<file path="src/rtl/sha256_padder.sv">
// SHA-256 message padder: 32-bit word stream in, 512-bit chunks out.
// Define SHA256_PADDER_ERR_EN to add the sticky err output for illegal msg_bytes.
module sha256_padder #(
  parameter int LEN_BYTES_W = 32
) (
  input  logic              clk,
  input  logic              rst,
  input  logic              msg_vld,
  output logic              msg_rdy,
  input  logic [31:0]       msg_data,
  input  logic              msg_last,
  input  logic [2:0]        msg_bytes,
  output logic              chunk_vld,
  input  logic              chunk_rdy,
  output logic [15:0][31:0] chunk_data,
  output logic              chunk_last
`ifdef SHA256_PADDER_ERR_EN
  ,
  output logic              err
`endif
);

  typedef enum logic {S_FILL, S_EMIT} state_t;

  state_t r_state;
  state_t w_next;

  logic [15:0][31:0]      r_buf;
  logic [3:0]             r_idx;
  logic [LEN_BYTES_W-1:0] r_cnt;
  logic                   r_pend80;
  logic                   r_extra;
  logic                   r_last;

  logic                   w_acc;
  logic                   w_hs;
  logic [2:0]             w_b;
  logic [31:0]            w_word;
  logic [LEN_BYTES_W-1:0] w_cnt_nx;
  logic [6:0]             w_p;
  logic [63:0]            w_len_nx;
  logic [63:0]            w_len;

  assign w_acc = msg_vld & msg_rdy;
  assign w_hs  = chunk_vld & chunk_rdy;

  // Non-last beats always carry 4 bytes; oversize counts clamp to 4.
  always_comb begin
    w_b = 3'd4;
    if (msg_last && msg_bytes < 3'd4)
      w_b = msg_bytes;
  end

  // Keep the valid bytes and drop the 0x80 marker right after them.
  always_comb begin
    w_word = msg_data;
    case (w_b)
      3'd0:    w_word = 32'h8000_0000;
      3'd1:    w_word = {msg_data[31:24], 24'h80_0000};
      3'd2:    w_word = {msg_data[31:16], 16'h8000};
      3'd3:    w_word = {msg_data[31:8], 8'h80};
      default: w_word = msg_data;
    endcase
  end

  assign w_cnt_nx = r_cnt + LEN_BYTES_W'(w_b);
  assign w_p      = {1'b0, r_idx, 2'b00} + 7'(w_b);
  assign w_len_nx = 64'(w_cnt_nx) << 3;
  assign w_len    = 64'(r_cnt) << 3;

  always_ff @(posedge clk) begin
    if (rst) r_state <= S_FILL;
    else     r_state <= w_next;
  end

  always_comb begin
    w_next = r_state;
    unique case (1'b1)
      r_state == S_FILL:
        if (w_acc && (msg_last || r_idx == 4'd15))
          w_next = S_EMIT;
      r_state == S_EMIT:
        if (w_hs && !r_extra)
          w_next = S_FILL;
      default: w_next = S_FILL;
    endcase
  end

  always_comb begin
    msg_rdy    = (r_state == S_FILL) & ~rst;
    chunk_vld  = (r_state == S_EMIT);
    chunk_data = r_buf;
    chunk_last = r_last;
  end

  always_ff @(posedge clk) begin
    if (rst) begin
      r_buf    <= '0;
      r_idx    <= '0;
      r_cnt    <= '0;
      r_pend80 <= 1'b0;
      r_extra  <= 1'b0;
      r_last   <= 1'b0;
    end else if (r_state == S_FILL) begin
      if (w_acc) begin
        r_buf[r_idx] <= w_word;
        r_cnt        <= w_cnt_nx;
        r_last       <= 1'b0;
        if (!msg_last) begin
          r_idx <= r_idx + 4'd1;
        end else begin
          r_idx <= '0;
          if (w_b == 3'd4 && r_idx != 4'd15)
            r_buf[r_idx + 4'd1] <= 32'h8000_0000;
          if (w_p <= 7'd55) begin
            r_buf[14] <= w_len_nx[63:32];
            r_buf[15] <= w_len_nx[31:0];
            r_last    <= 1'b1;
          end else begin
            r_extra  <= 1'b1;
            r_pend80 <= (w_p == 7'd64);
          end
        end
      end
    end else if (w_hs) begin
      r_buf <= '0;
      if (r_extra) begin
        r_buf[0]  <= r_pend80 ? 32'h8000_0000 : 32'h0;
        r_buf[14] <= w_len[63:32];
        r_buf[15] <= w_len[31:0];
        r_last    <= 1'b1;
        r_extra   <= 1'b0;
        r_pend80  <= 1'b0;
      end else begin
        r_idx  <= '0;
        r_last <= 1'b0;
        if (r_last)
          r_cnt <= '0;
      end
    end
  end

`ifdef SHA256_PADDER_ERR_EN
  always_ff @(posedge clk) begin
    if (rst)
      err <= 1'b0;
    else if (w_acc && (msg_bytes > 3'd4 ||
                       (msg_bytes != 3'd4 && !msg_last)))
      err <= 1'b1;
  end
`endif

endmodule

</file>
<file path="config.mk">
export PLATFORM = sky130hd
export DESIGN_NAME = sha256_padder
export DESIGN_NICKNAME = d
export VERILOG_FILES = /design/src/rtl/sha256_padder.sv
export SDC_FILE = /design/constraint.sdc
export NUM_CORES = 1
export LEC_CHECK = 0
export ABC_AREA = 1
export CAP_MARGIN = 20
export CORE_MARGIN = 2
export CORE_UTILIZATION = 45
export CTS_CLUSTER_DIAMETER = 50
export CTS_CLUSTER_SIZE = 28
export DETAILED_ROUTE_END_ITERATION = 10
export MAX_ROUTING_LAYER = met4
export PLACE_DENSITY = 0.85
export SLEW_MARGIN = 10
export SYNTH_ARGS = -nofsm -noshare
export SYNTH_HDL_FRONTEND = slang
export SYNTH_SLANG_ARGS = --single-unit
</file>
<file path="constraint.sdc">
create_clock -name clk -period 2.9 [get_ports clk]
set_input_delay 0.87 -clock clk [delete_from_list [all_inputs] [get_ports clk]]
set_output_delay 0.87 -clock clk [all_outputs]
set_load 0.02 [all_outputs]
</file>
==> run metrics, run 1 <==
status=completed; synth-to-layout area growth=40.4%; Worst setup SP type=primary input; crit path kind=primary input to output pin; Hold Fails Final Rpt=0; Starting Density=0.456; first-pass iteration count of the detailed router=6; drt via density=5.57; WHS Endpoint=chunk_data[29]; Final Wtd Congestion=1.02; R2R setup slack=390 ps; DP Area=0.0303 sq mm; IO Count=555; Buffers & Inverters on Critical Path=2; family with the most delay on the worst path=buffers and inverters; Comb pwr share=0.103; Critical R2R Launch=r_idx[0]; largest net degree at the start of global routing=187; fmax=0.356 GHz; CTS tree=yes; Worst Path Required=2030 ps; CTS Buf Count=47; Max VDD drop=0.000434 V; initial antenna violation count=4; Hold-fix buffers, CTS=0; CTS Sinks=552; Worst Hold Class=register to register; final setup fails=0; GRT Util Overall=0.350; Antenna Nets Post-Route=0; Clk pwr share=0.429; Worst-Skew Late Latency=610 ps; DRT iter0 DRCs=2232; pwr/cell area=513 mW/mm^2; via count=23431; fraction of layout cells with a size suffix above 1=0.0975; reg2reg path depth=10; Clk pin slew, worst setup/hold paths=70 ps; Cell Chain, Critical Path=buf_6 -> nor2_2 -> clkdlybuf4s50_1; Die W=230 um; global-route wire length before repair=137000 um; switching share of power=0.288; max_cap viols=0; P_leak=11.5 nW; die height=230 um; post-synth top area share=0.483; postcts setup bufs=0; die area=0.0527 sq mm; most area-hungry cell type in the Yosys netlist=dfxtp_1; min cycle time layout=2810 ps; NetSw=4.75 mW; CP max stage cell=clkdlybuf4s50_1; total congestion overflow=0; DR WL/cell=22.1 um; DP HPWL=65600 um; register area share after synthesis=0.483; synthesized area=0.0229 sq mm; Core ar.=0.0502 sq mm; Post-Route WL=92900 um; Worst Path Arrival=1940 ps; most common cell after layout, fill and taps aside=clkdlybuf4s50_1; relative slew slack=0.350; clk_skew=30.0 ps; Worst-Margin Slew=975 ps; DRC viols=0; hold path start=chunk_data[29]; Ys Warns=0; commonest cells after routing, fill and taps aside=clkdlybuf4s50_1 (553), dfxtp_1 (552), nor2_1 (483), nand2_1 (446), inv_1 (341); nets@finish=3544; synth top area cells=dfxtp_1 (48%), a211oi_1 (8.1%), nor2_1 (8.0%); Unique masters post-synth=41; CP max FO=3; syn nets=3011; Slew Viols, Final=0; synthesized area per cell=7.73 sq um; RSZ-0062 raised after global routing=no; H-tree depth=2; sequential power share=0.468; #FFs+latches synth=552; Core Rows=82; CTS max path bufs=3; port bufs=554; CP Capture Type=output pin; setup_tns=0 ps; WHS Path Cells=2; Final Cycle Share=0.967; vias in the first global route=21846; Post-Syn Instances=2959; CP max stage delay=690 ps; design area=0.0321 sq mm; r2r endpoint=chunk_data[122]; CTS Root Cell=clkbuf_16; Cell Int Power=11.7 mW
==> through the flow <==
stage | hold WS, ps | instances | util | setup WS [ps] | power [mW]
final | 461 | 4204 | 0.640 | 94.4 | 16.5
after global routing | 484 | 4204 | 0.640 | 2.63 | 16.9
after CTS | 463 | 4202 | 0.640 | 111 | 16.5
after detailed placement | 453 | 4115 | 0.605 | -476 | 9.53
after global placement | 448 | 4115 | 0.605 | -410 | 9.53
after floorplan | 437 | 2959 | - | 69.7 | 8.62
==> cell families (layout without fill, tap and decap cells) <==
logic type                 Yosys count  in the layout  share of synthesized area
AOI/OAI and AO/OA                  722            722                      0.214
DFF                                552            552                      0.483
buffers and inverters              583           1154                      0.103
and+or+nand+nor                   1075           1075                      0.187
xor gates and xnor gates            15             15                    0.00574
other                                0              2                          0
adders and majority gates           12             12                    0.00656
==> worst max path at each step <==
stage                      endpoint  cells past startpoint  startpoint
CTS                         msg_rdy                      3         rst
global route               r_cnt[4]                     16    msg_last
global placement    chunk_data[507]                     16    msg_last
finish                      msg_rdy                      3         rst
floorplan           chunk_data[493]                     15    msg_last
detailed placement  chunk_data[507]                     16    msg_last
==> flip-flops by register name, summed over array words and instances (netlist names) <==
register / count
chunk_vld: 1
r_pend80: 1
r_idx: 4
chunk_data: 512
r_extra: 1
chunk_last: 1
r_cnt: 32
==> layout make-up <==
class | instances | area (sq um)
inverters | 357 | 1340
diodes | 2 | 5.00
repair buffers | 710 | 7530
multi-input cells | 1824 | 9600
well taps | 672 | 841
flip-flops and latches | 552 | 11100
clock inverters | 36 | 518
fillers | 4044 | 18000
clock buffers | 51 | 1240
==> power groups by stage <==
stage	combinational (mW)	clock [mW]	sequential, mW
global route	1.76	7.45	7.71
floorplan	0.684	0	7.93
CTS	1.66	7.14	7.71
global placement	1.64	0	7.88
finish	1.70	7.08	7.71
detailed placement	1.65	0	7.88
==> metal layers <==
metal / global-route usage / part of all wire
met1: 0.412 / 0.38
met2: 0.536 / 0.45
met3: 0.0814 / 0.10
met4: 0.229 / 0.073
met5: - / 0
==> what timing repair did <==
item | CTS | global route
hold endpoints to repair | 0 | 0
resized for setup | 0 | 3
endpoints found under the setup margin | 0 | 29
==> synth_stat cells, drive strengths merged <==
cell type and number:
dfxtp 552, nor2 490, nand2 453, inv 356, a211oi 298, a21oi 154
o21ai 127, buf 118, clkbuf 108, nand3 91, o22ai 90, o2111ai 19
nor3 18, nand4 16, o211ai 13, ha 12, xor2 11, a31oi 9
o31ai 5, a22oi 4, xnor2 4, or2 3, nand3b 2, o21bai 2
a21o 1, and2 1, clkinv 1, nor4 1
==> worst reg2reg max path, cell delays in order, from the launching register on <==
cell     delay [ps]
dfxtp_1         470
ha_1            320
nand2_1         100
and2_2          250
nor2_1          250
nand2_1         260
a21oi_2         270
buf_12          220
o22ai_1         120
inv_1            70
nor2_1           40
Power figures use the tool's default switching activity.
==> run 2, diff against run 1 <==
Settings changed: CORE_MARGIN 2 to 4.
Clock period 2.9 ns to 2.5 ns, I/O delays scaled along.
==> run metrics, run 2 (same netlist as run 1, synthesis figures left out) <==
nets@finish=3647 (+2.9%); register area=0.0111 sq mm (unchanged); Hold Fails Final Rpt=0 (unchanged); relative slew slack=0.420 (+0.0704); fmax=0.405 GHz; reg2reg path depth=10 (unchanged); Worst Path Required=1750 ps (-280 ps); Final Wtd Congestion=1.03 (+1.2%); Slew Viols, Final=0 (unchanged); CP max stage delay=680 ps (about the same); DRT iter0 DRCs=2126 (-4.7%); DRC viols=0 (unchanged); design area=0.0335 sq mm (+4.2%); Antenna Nets Post-Route=0 (unchanged); die height=234 um (+1.7%); Worst-Margin Slew=867 ps (-108 ps); synth-to-layout area growth=46.3%; GRT Util Overall=0.354 (+0.00415); Placed Instances=4208 (+2.3%); Filler cells=3853 (-4.7%); DP Area=0.0313 sq mm (+3.2%); Post-Route WL=98200 um (+5.6%); Max VDD drop=0.000508 V (+17%); clk_skew=24.2 ps (-5.73 ps); r2r endpoint=chunk_data[108]; Clk pin slew, worst setup/hold paths=70 ps (about the same); WHS Path Cells=2 (unchanged); vias in the first global route=23055 (+5.5%); Die W=234 um (+1.7%); max_cap viols=0 (unchanged); Worst-Skew Late Latency=620 ps (about the same); total congestion overflow=0 (unchanged); Core Rows=82 (unchanged); WHS Endpoint=chunk_data[27]; die area=0.0545 sq mm (+3.5%); IO Count=555 (unchanged); R2R setup slack=210 ps (-180 ps); largest net degree at the start of global routing=112 (-40%); Worst setup SP type=register; port bufs=554 (unchanged); Core ar.=0.0502 sq mm (unchanged); fraction of layout cells with a size suffix above 1=0.128 (+0.0301); initial antenna violation count=1 (-3); most common cell after layout, fill and taps aside=dfxtp_1; CTS max path bufs=3 (unchanged); DR WL/cell=22.8 um (+3.0%); CP max stage cell=clkdlybuf4s50_1; min cycle time layout=2470 ps; H-tree depth=2 (unchanged); family with the most delay on the worst path=buffers and inverters; number of flip-flops in the largest register=512 (unchanged); pwr/cell area=609 mW/mm^2 (+19%); hold path start=chunk_data[27]; CTS Root Cell=clkbuf_16; first-pass iteration count of the detailed router=8 (+2); Critical R2R Launch=r_idx[0]; Post-Layout Cell Count=4313 (+2.6%); Starting Density=0.456 (unchanged); Buffers & Inverters on Critical Path=1 (-1); CP max FO=2 (-1); drt via density=5.61 (+0.71%); Worst Hold Class=register to register; Worst path depth=1 (-2); CTS Sinks=552 (unchanged); Multi-input gate area=0.00965 sq mm (+0.52%); Final Cycle Share=0.987; status=completed; CTS Buf Count=52 (+11%); hold_ws=463 ps (+1.81 ps); final setup fails=0 (unchanged); global-route wire length before repair=143000 um (+4.5%); CTS tree=yes; CP Capture Type=output pin; DP HPWL=70300 um (+7.1%); Worst Path Arrival=1720 ps (-220 ps); P_leak=12.3 nW (+6.9%); Cell Chain, Critical Path=clkdlybuf4s50_1; crit path kind=register to output pin; via count=24208 (+3.3%); commonest cells after routing, fill and taps aside=dfxtp_1 (552), clkdlybuf4s50_1 (543), nor2_1 (479), nand2_1 (444), inv_1 (341)
[run 2: changes by cell type in the layout (fill, tap and decap cells not counted), moves of 4 or more]
cell             previous run  this run
buf_12                     65        84
buf_4                      91       167
bufinv_16                   1         7
clkbuf_16                  49        53
clkdlybuf4s50_1           553       543
clkinv_8                   11         6
dlygate4sd2_1               0         8
inv_6                       3         9
nor2_1                    483       479
o21ai_0                   101        97
o21ai_1                    22        26
[run 2: per-stage QoR]
step | TNS, ps | util | total power [mW] | worst slack, ps
floorplan | -543 | - | 10.0 | -69.2
CTS | 0 | 0.666 | 20.4 | 1.13
finish | 0 | 0.667 | 20.4 | 31.7
detailed placement | -188950 | 0.624 | 11.2 | -741
global placement | -174770 | 0.624 | 11.2 | -649
global route | -17.5 | 0.667 | 20.9 | -9.72
[run 2: timing repair]
item                       4_1_cts  5_1_grt
gates resized for setup         10       10
pin swaps                        1        2
setup buffers                    2        2
setup endpoints to repair       43       70
hold buffers                     0        0
gates cloned                     1        0
[run 2: layer usage]
layer / GRT usage / share of wire
met2: 0.532 / 0.44
met3: 0.106 / 0.12
met1: 0.413 / 0.37
met5: - / 0
met4: 0.228 / 0.073
[run 2: report_power, final]
| group | internal [mW] | switching, mW | total [mW] |
|---|---|---|---|
| sequential | 8.86 | 0.0736 | 8.94 |
| combinational | 0.778 | 1.34 | 2.12 |
| clock | 5.07 | 4.25 | 9.32 |
| total | 14.7 | 5.66 | 20.4 |
[run 2: final cells by class]
class,instances,share of cell area
multi-input cells,1824,0.288
flip-flops and latches,552,0.330
clock inverters,41,0.0200
clock buffers,57,0.0413
inverters,357,0.0403
diodes,2,0.000149
repair buffers,808,0.255
well taps,672,0.0251
[run 2: worst max-delay path by stage]
stage | from | to | slack, ps
after floorplan | msg_last | chunk_data[483] | -70
after global placement | msg_last | chunk_data[507] | -650
after detailed placement | msg_last | chunk_data[507] | -740
after CTS | chunk_vld | msg_rdy | 1
after global routing | msg_last | chunk_data[506] | -10
final | chunk_data[127] | chunk_data[127] | 30
